File: src/rtl/hash_top.sv
// Byte-serial 64-bit iterative hash core: every accepted byte is mixed into an
// 8-byte state over ROUNDS cycles, then a length-derived byte finalizes the digest.
module hash_top #(
  parameter int unsigned ROUNDS = 4
) (
  input  logic       clk,
  input  logic       reset_n,
  input  logic       start_msg,
  input  logic [7:0] msg_byte,
  input  logic       msg_done,
  input  logic       valid_in,
  output logic [7:0] digest [7:0],
  output logic       digest_ready,
  output logic       load_byte,
  output logic       round_exec_active
);

  typedef enum logic [2:0] {IDLE, WAIT, ROUND, FINAL, DONE} state_t;
  typedef logic [7:0] hstate_t [7:0];

  // IV byte i lives in bits [8*i +: 8].
  localparam logic [63:0] IV64       = 64'hEE2B_C0DA_140F_5534;
  localparam logic [7:0]  LAST_ROUND = 8'(ROUNDS - 1);

  state_t      state, state_nxt;
  hstate_t     h, h_nxt, h_round, digest_nxt;
  logic [7:0]  m, m_nxt, r, r_nxt, len_fold;
  logic [15:0] len, len_nxt;
  logic        ready_nxt, load_nxt, busy_nxt, done_pending, pend_nxt;

  function automatic logic [7:0] rotl8(input logic [7:0] x, input int unsigned k);
    return (x << k) | (x >> (8 - k));
  endfunction

  assign len_fold = len[7:0] ^ len[15:8];

  // One round: every byte is updated in parallel from the old state.
  for (genvar g = 0; g < 8; g++) begin : g_round
    logic [7:0] sum;
    assign sum        = (h[g] ^ m) + h[(g + 1) % 8] + r;
    assign h_round[g] = rotl8(sum, (g % 4) + 1);
  end

  // NOTE: every signal gets a default before any branch, so no path leaves one unassigned and no latch is inferred.
  always_comb begin
    state_nxt  = state;
    h_nxt      = h;
    m_nxt      = m;
    r_nxt      = r;
    len_nxt    = len;
    digest_nxt = digest;
    ready_nxt  = digest_ready;
    load_nxt   = 1'b0;
    busy_nxt   = round_exec_active;
    pend_nxt   = done_pending;

    if (start_msg) begin
      for (int i = 0; i < 8; i++) h_nxt[i] = IV64[8*i +: 8];
      len_nxt    = '0;
      r_nxt      = '0;
      digest_nxt = '{default: '0};
      ready_nxt  = 1'b0;
      pend_nxt   = 1'b0;
      if (msg_done) begin
        state_nxt = FINAL;
        m_nxt     = '0;
        busy_nxt  = 1'b1;
      end else begin
        state_nxt = WAIT;
        busy_nxt  = 1'b0;
      end
    end else begin
      case (state)
        WAIT: begin
          if (valid_in) begin
            m_nxt     = msg_byte;
            len_nxt   = len + 16'd1;
            load_nxt  = 1'b1;
            busy_nxt  = 1'b1;
            r_nxt     = '0;
            pend_nxt  = msg_done;
            state_nxt = ROUND;
          end else if (msg_done) begin
            m_nxt     = len_fold;
            r_nxt     = '0;
            busy_nxt  = 1'b1;
            state_nxt = FINAL;
          end
        end
        ROUND: begin
          h_nxt    = h_round;
          r_nxt    = r + 8'd1;
          pend_nxt = done_pending | msg_done;
          if (r == LAST_ROUND) begin
            r_nxt = '0;
            // A late msg_done on the last round edge still counts.
            if (done_pending || msg_done) begin
              m_nxt     = len_fold;
              pend_nxt  = 1'b0;
              state_nxt = FINAL;
            end else begin
              busy_nxt  = 1'b0;
              state_nxt = WAIT;
            end
          end
        end
        FINAL: begin
          h_nxt = h_round;
          r_nxt = r + 8'd1;
          if (r == LAST_ROUND) begin
            r_nxt      = '0;
            busy_nxt   = 1'b0;
            digest_nxt = h_round;
            ready_nxt  = 1'b1;
            state_nxt  = DONE;
          end
        end
        default: ;
      endcase
    end
  end

  // NOTE: the hash state and digest are small register arrays, not RAM, so they are reset explicitly.
  always_ff @(posedge clk or negedge reset_n) begin
    if (!reset_n) begin
      state             <= IDLE;
      h                 <= '{default: '0};
      digest            <= '{default: '0};
      m                 <= '0;
      r                 <= '0;
      len               <= '0;
      digest_ready      <= 1'b0;
      load_byte         <= 1'b0;
      round_exec_active <= 1'b0;
      done_pending      <= 1'b0;
    end else begin
      // NOTE: non-blocking assignments make all registers update together from pre-edge values.
      state             <= state_nxt;
      h                 <= h_nxt;
      digest            <= digest_nxt;
      m                 <= m_nxt;
      r                 <= r_nxt;
      len               <= len_nxt;
      digest_ready      <= ready_nxt;
      load_byte         <= load_nxt;
      round_exec_active <= busy_nxt;
      done_pending      <= pend_nxt;
    end
  end

endmodule

File: config.mk
export PLATFORM = sky130hd
export DESIGN_NAME = hash_top
export DESIGN_NICKNAME = d
export VERILOG_FILES = /design/src/rtl/hash_top.sv
export SDC_FILE = /design/constraint.sdc
export NUM_CORES = 1
export LEC_CHECK = 0
export ABC_AREA = 1
export CAP_MARGIN = 20
export CORE_AREA = 3 3 141 143
export DETAILED_ROUTE_END_ITERATION = 10
export DIE_AREA = 0 0 144 146
export MAX_ROUTING_LAYER = met4
export PLACE_DENSITY = 0.8
export SETUP_SLACK_MARGIN = 0.1
export SKIP_LAST_GASP = 1
export SLEW_MARGIN = 20
export SYNTH_ARGS = -nofsm -noshare
export SYNTH_HDL_FRONTEND = slang
export SYNTH_SLANG_ARGS = --single-unit
export TNS_END_PERCENT = 100
File: constraint.sdc
create_clock -name clk -period 3.5 [get_ports clk]
set_clock_uncertainty 0.2 [all_clocks]
set_input_delay 1.05 -clock clk [delete_from_list [all_inputs] [get_ports clk]]
set_output_delay 1.05 -clock clk [all_outputs]
set_load 0.05 [all_outputs]
==> reports/results.tsv <==
stage	metric	value	unit
layout	multiInputGateArea	0.006053	sq mm
worst_setup_path	rr_endpoint	digest[18]	
worst_setup_path	cp-end-kind	flop	
power_and_ir_drop	vdd_drop_max	443.7	uV
floorplanning	initial_core_util	59.38	%
synthesis	syn-num-nets	1444	
flow_run	drv_cap	0	
synthesis	ys_types	42	
placed_design	placed_area	0.01225	sq mm
clocking	post_cts_resized	0	
synthesis	synth_seq_cells	167	
clocking	cts_sinks	167	
clocking	htree_num_levels	4	
worst_setup_path	worstPathArrival	3.27	ns
timing	final_max_slew_viol_count	0	
route	drtIter0Drc	854	
clocking	clk_latency	0.44	ns
layout	area_growth	15.66	%
worst_setup_path	r2r_slack	0.41	ns
worst_setup_path	r2r-start	m[1]	
route	dr_total_vias	9413	
timing	setup_viol	0	
route	ant_nets	0	
clocking	cts_setup_buffers	0	
timing	tightestPinTransition	0.8753	ns
run_status	status	complete, no violations	
global_routing	antenna_found_initial	0	
floorplanning	core-area	0.01871	sq mm
placed_design	gp_congestion	0.9683	
worst_setup_path	crit_required	3.68	ns
worst_setup_path	crit_path_end	digest[18]	
clocking	cts_buffers	17	
synthesis	synth_edf_count	0	
floorplanning	die-height	146	um
layout	fin_area	0.01285	sq mm
layout	drive_gt1_share	7.238	%
timing	max_slew_margin	41.65	%
timing	fin_crit_sh	88.16	%
global_routing	overflow	0	
global_routing	first_global_vias	9360	
timing	fin_setup_tns	0	ns
floorplanning	io_pins	80	
hold_path	hp-class	flop to flop	
synthesis	async_flop_share	100.0	%
clocking	cts_tree	done	
floorplanning	num_rows	50	
route	drc	0	
timing	max_freq	324.1	MHz
power_and_ir_drop	power	13760	uW
power_and_ir_drop	p_per_area	1071	mW/mm^2
global_routing	grt_usage	31.55	%
worst_setup_path	worstSetupStartpointType	flop	
route	vias_per_cell	5.681	
timing	rsz0062_at_grt	no	
synthesis	syn_inst	1317	
timing	min_period	3.086	ns
synthesis	ys.flop_type	dfrtp_1	
route	wl_per_cell	18.69	um
synthesis	yosysWarnings	0	
timing	hold_ws	0.2782	ns
synthesis	syn_area	0.01111	sq mm
synthesis	syn_area_per_cell	8.433	sq um
global_routing	grt_start_max_net_pins	60	
worst_setup_path	crit_start	m[1]	
worst_setup_path	reg2reg_depth	15	
clocking	max-clock-path-buffers	2	
floorplanning	design.die.area	0.02102	sq mm
layout	fillCellCount	1447	
worst_setup_path	path_class	flop to flop	
synthesis	synth.yosys.seq_area_share	37.63	%
floorplanning	die_w	144	um
placed_design	port_buffers	79	
power_and_ir_drop	p_leak	0.006453	uW
global_routing	grt_pass1_wl	49690	um
layout	diodes	0	
placed_design	dp.cells	1626	
layout	seqCellArea	0.004179	sq mm
placed_design	dp_hpwl	22610	um
route	dr.pass1.iters	5	
layout	final_nets	1538	
clocking	cts.clk_slew.worst_paths	0.07	ns
worst_setup_path	path_max_fanout	6	
timing	hold_viol	0	
layout	stdcell_count	1657	
clocking	cts-root-buf	clkbuf_16	
route	wl	30980	um
clocking	cts_hold_buf	0	
==> placed cells by master, fill, tap and decap left out, drive strengths merged, types with 59 or more instances in the layout <==
cell / count
inv: 168
a21oi: 62
nor2: 75
nand3: 77
dfrtp: 167
o21ai: 113
xor2: 59
fa: 64
clkdlybuf4s50: 78
nand2: 351
==> registers in the layout (all words and copies together) (netlist names) <==
name and count:
load_byte 1, len 16, h 64, m 8
done_pending 1, digest_ready 1, r 8, round_exec_active 1
state 3, digest 64
==> report_power, final <==
part | switching [uW] | internal [uW] | leakage (uW)
clock | 810 | 1140 | 0.000286
sequential | 563 | 2360 | 0.00214
combinational | 5680 | 3200 | 0.00402
total | 7060 | 6700 | 0.00645
==> critical path: stages (launching register included) <==
cell      delay [ns]
dfrtp_1         0.60
buf_4           0.26
xnor2_1         0.14
fa_1            0.44
inv_1           0.08
ha_1            0.19
inv_1           0.07
fa_1            0.35
inv_1           0.10
nand3_1         0.07
nand2_1         0.10
nand2_1         0.06
nand2_1         0.08
nand3b_1        0.13
nand3_1         0.09
nand2_1         0.06
==> metal layers <==
metal | GRT usage (%) | routed length [um]
met5 | - | 0
met4 | 14.88 | 1570
met3 | 5.258 | 2185
met2 | 47.81 | 14330
met1 | 41.44 | 12890
==> layout make-up <==
| cell class | count | share of cell area, % |
|---|---|---|
| clock inverter | 11 | 1.169 |
| inverter | 169 | 4.977 |
| sequential | 167 | 32.53 |
| tap | 234 | 2.279 |
| multi-input combinational | 943 | 47.12 |
| timing repair buffer | 113 | 8.445 |
| clock buffer | 20 | 3.477 |
==> worst min path at each step <==
stage	start	end	slack (ns)	cells past startpoint
finish	digest[13]	digest[13]	0.28	2
global route	digest[20]	digest[20]	0.30	2
CTS	digest[13]	digest[13]	0.28	2
detailed placement	digest[13]	digest[13]	0.26	2
global placement	done_pending	done_pending	0.27	2
floorplan	done_pending	done_pending	0.25	2
==> cells in the mapped netlist (7+ instances only) <==
cell type | n | area [sq um]
a21oi_1 | 61 | 305.3
a22oi_1 | 12 | 90.09
buf_2 | 16 | 80.08
buf_6 | 9 | 101.4
clkbuf_1 | 9 | 33.78
dfrtp_1 | 167 | 4179
fa_1 | 64 | 1281
ha_1 | 50 | 625.6
inv_1 | 158 | 593.1
inv_2 | 7 | 26.28
nand2_1 | 343 | 1287
nand3_1 | 76 | 380.4
nand4_1 | 24 | 150.1
nor2_1 | 68 | 255.2
o21ai_0 | 60 | 300.3
o21ai_1 | 47 | 235.2
xnor2_1 | 23 | 201.4
xor2_1 | 59 | 516.8
==> per-stage QoR <==
stage	util (%)	setup WS [ns]
global placement	65.48	0.4520
finish	68.68	0.4142
CTS	68.68	0.4391
global route	68.68	0.1888
detailed placement	65.48	0.3871
floorplan	-	0.8289
==> cell families (layout without fill, tap and decap cells) <==
group / after synthesis / after routing / synth area share (%)
AO/OA/AOI/OAI: 204 / 204 / 10.06
XOR/XNOR: 82 / 82 / 6.466
adder cells (fa/ha/maj): 114 / 114 / 17.17
buffers and inverters: 207 / 313 / 7.874
flip-flops: 167 / 167 / 37.63
AND/OR/NAND/NOR: 543 / 543 / 20.81
Note: power is estimated with default switching activity, not from simulation.
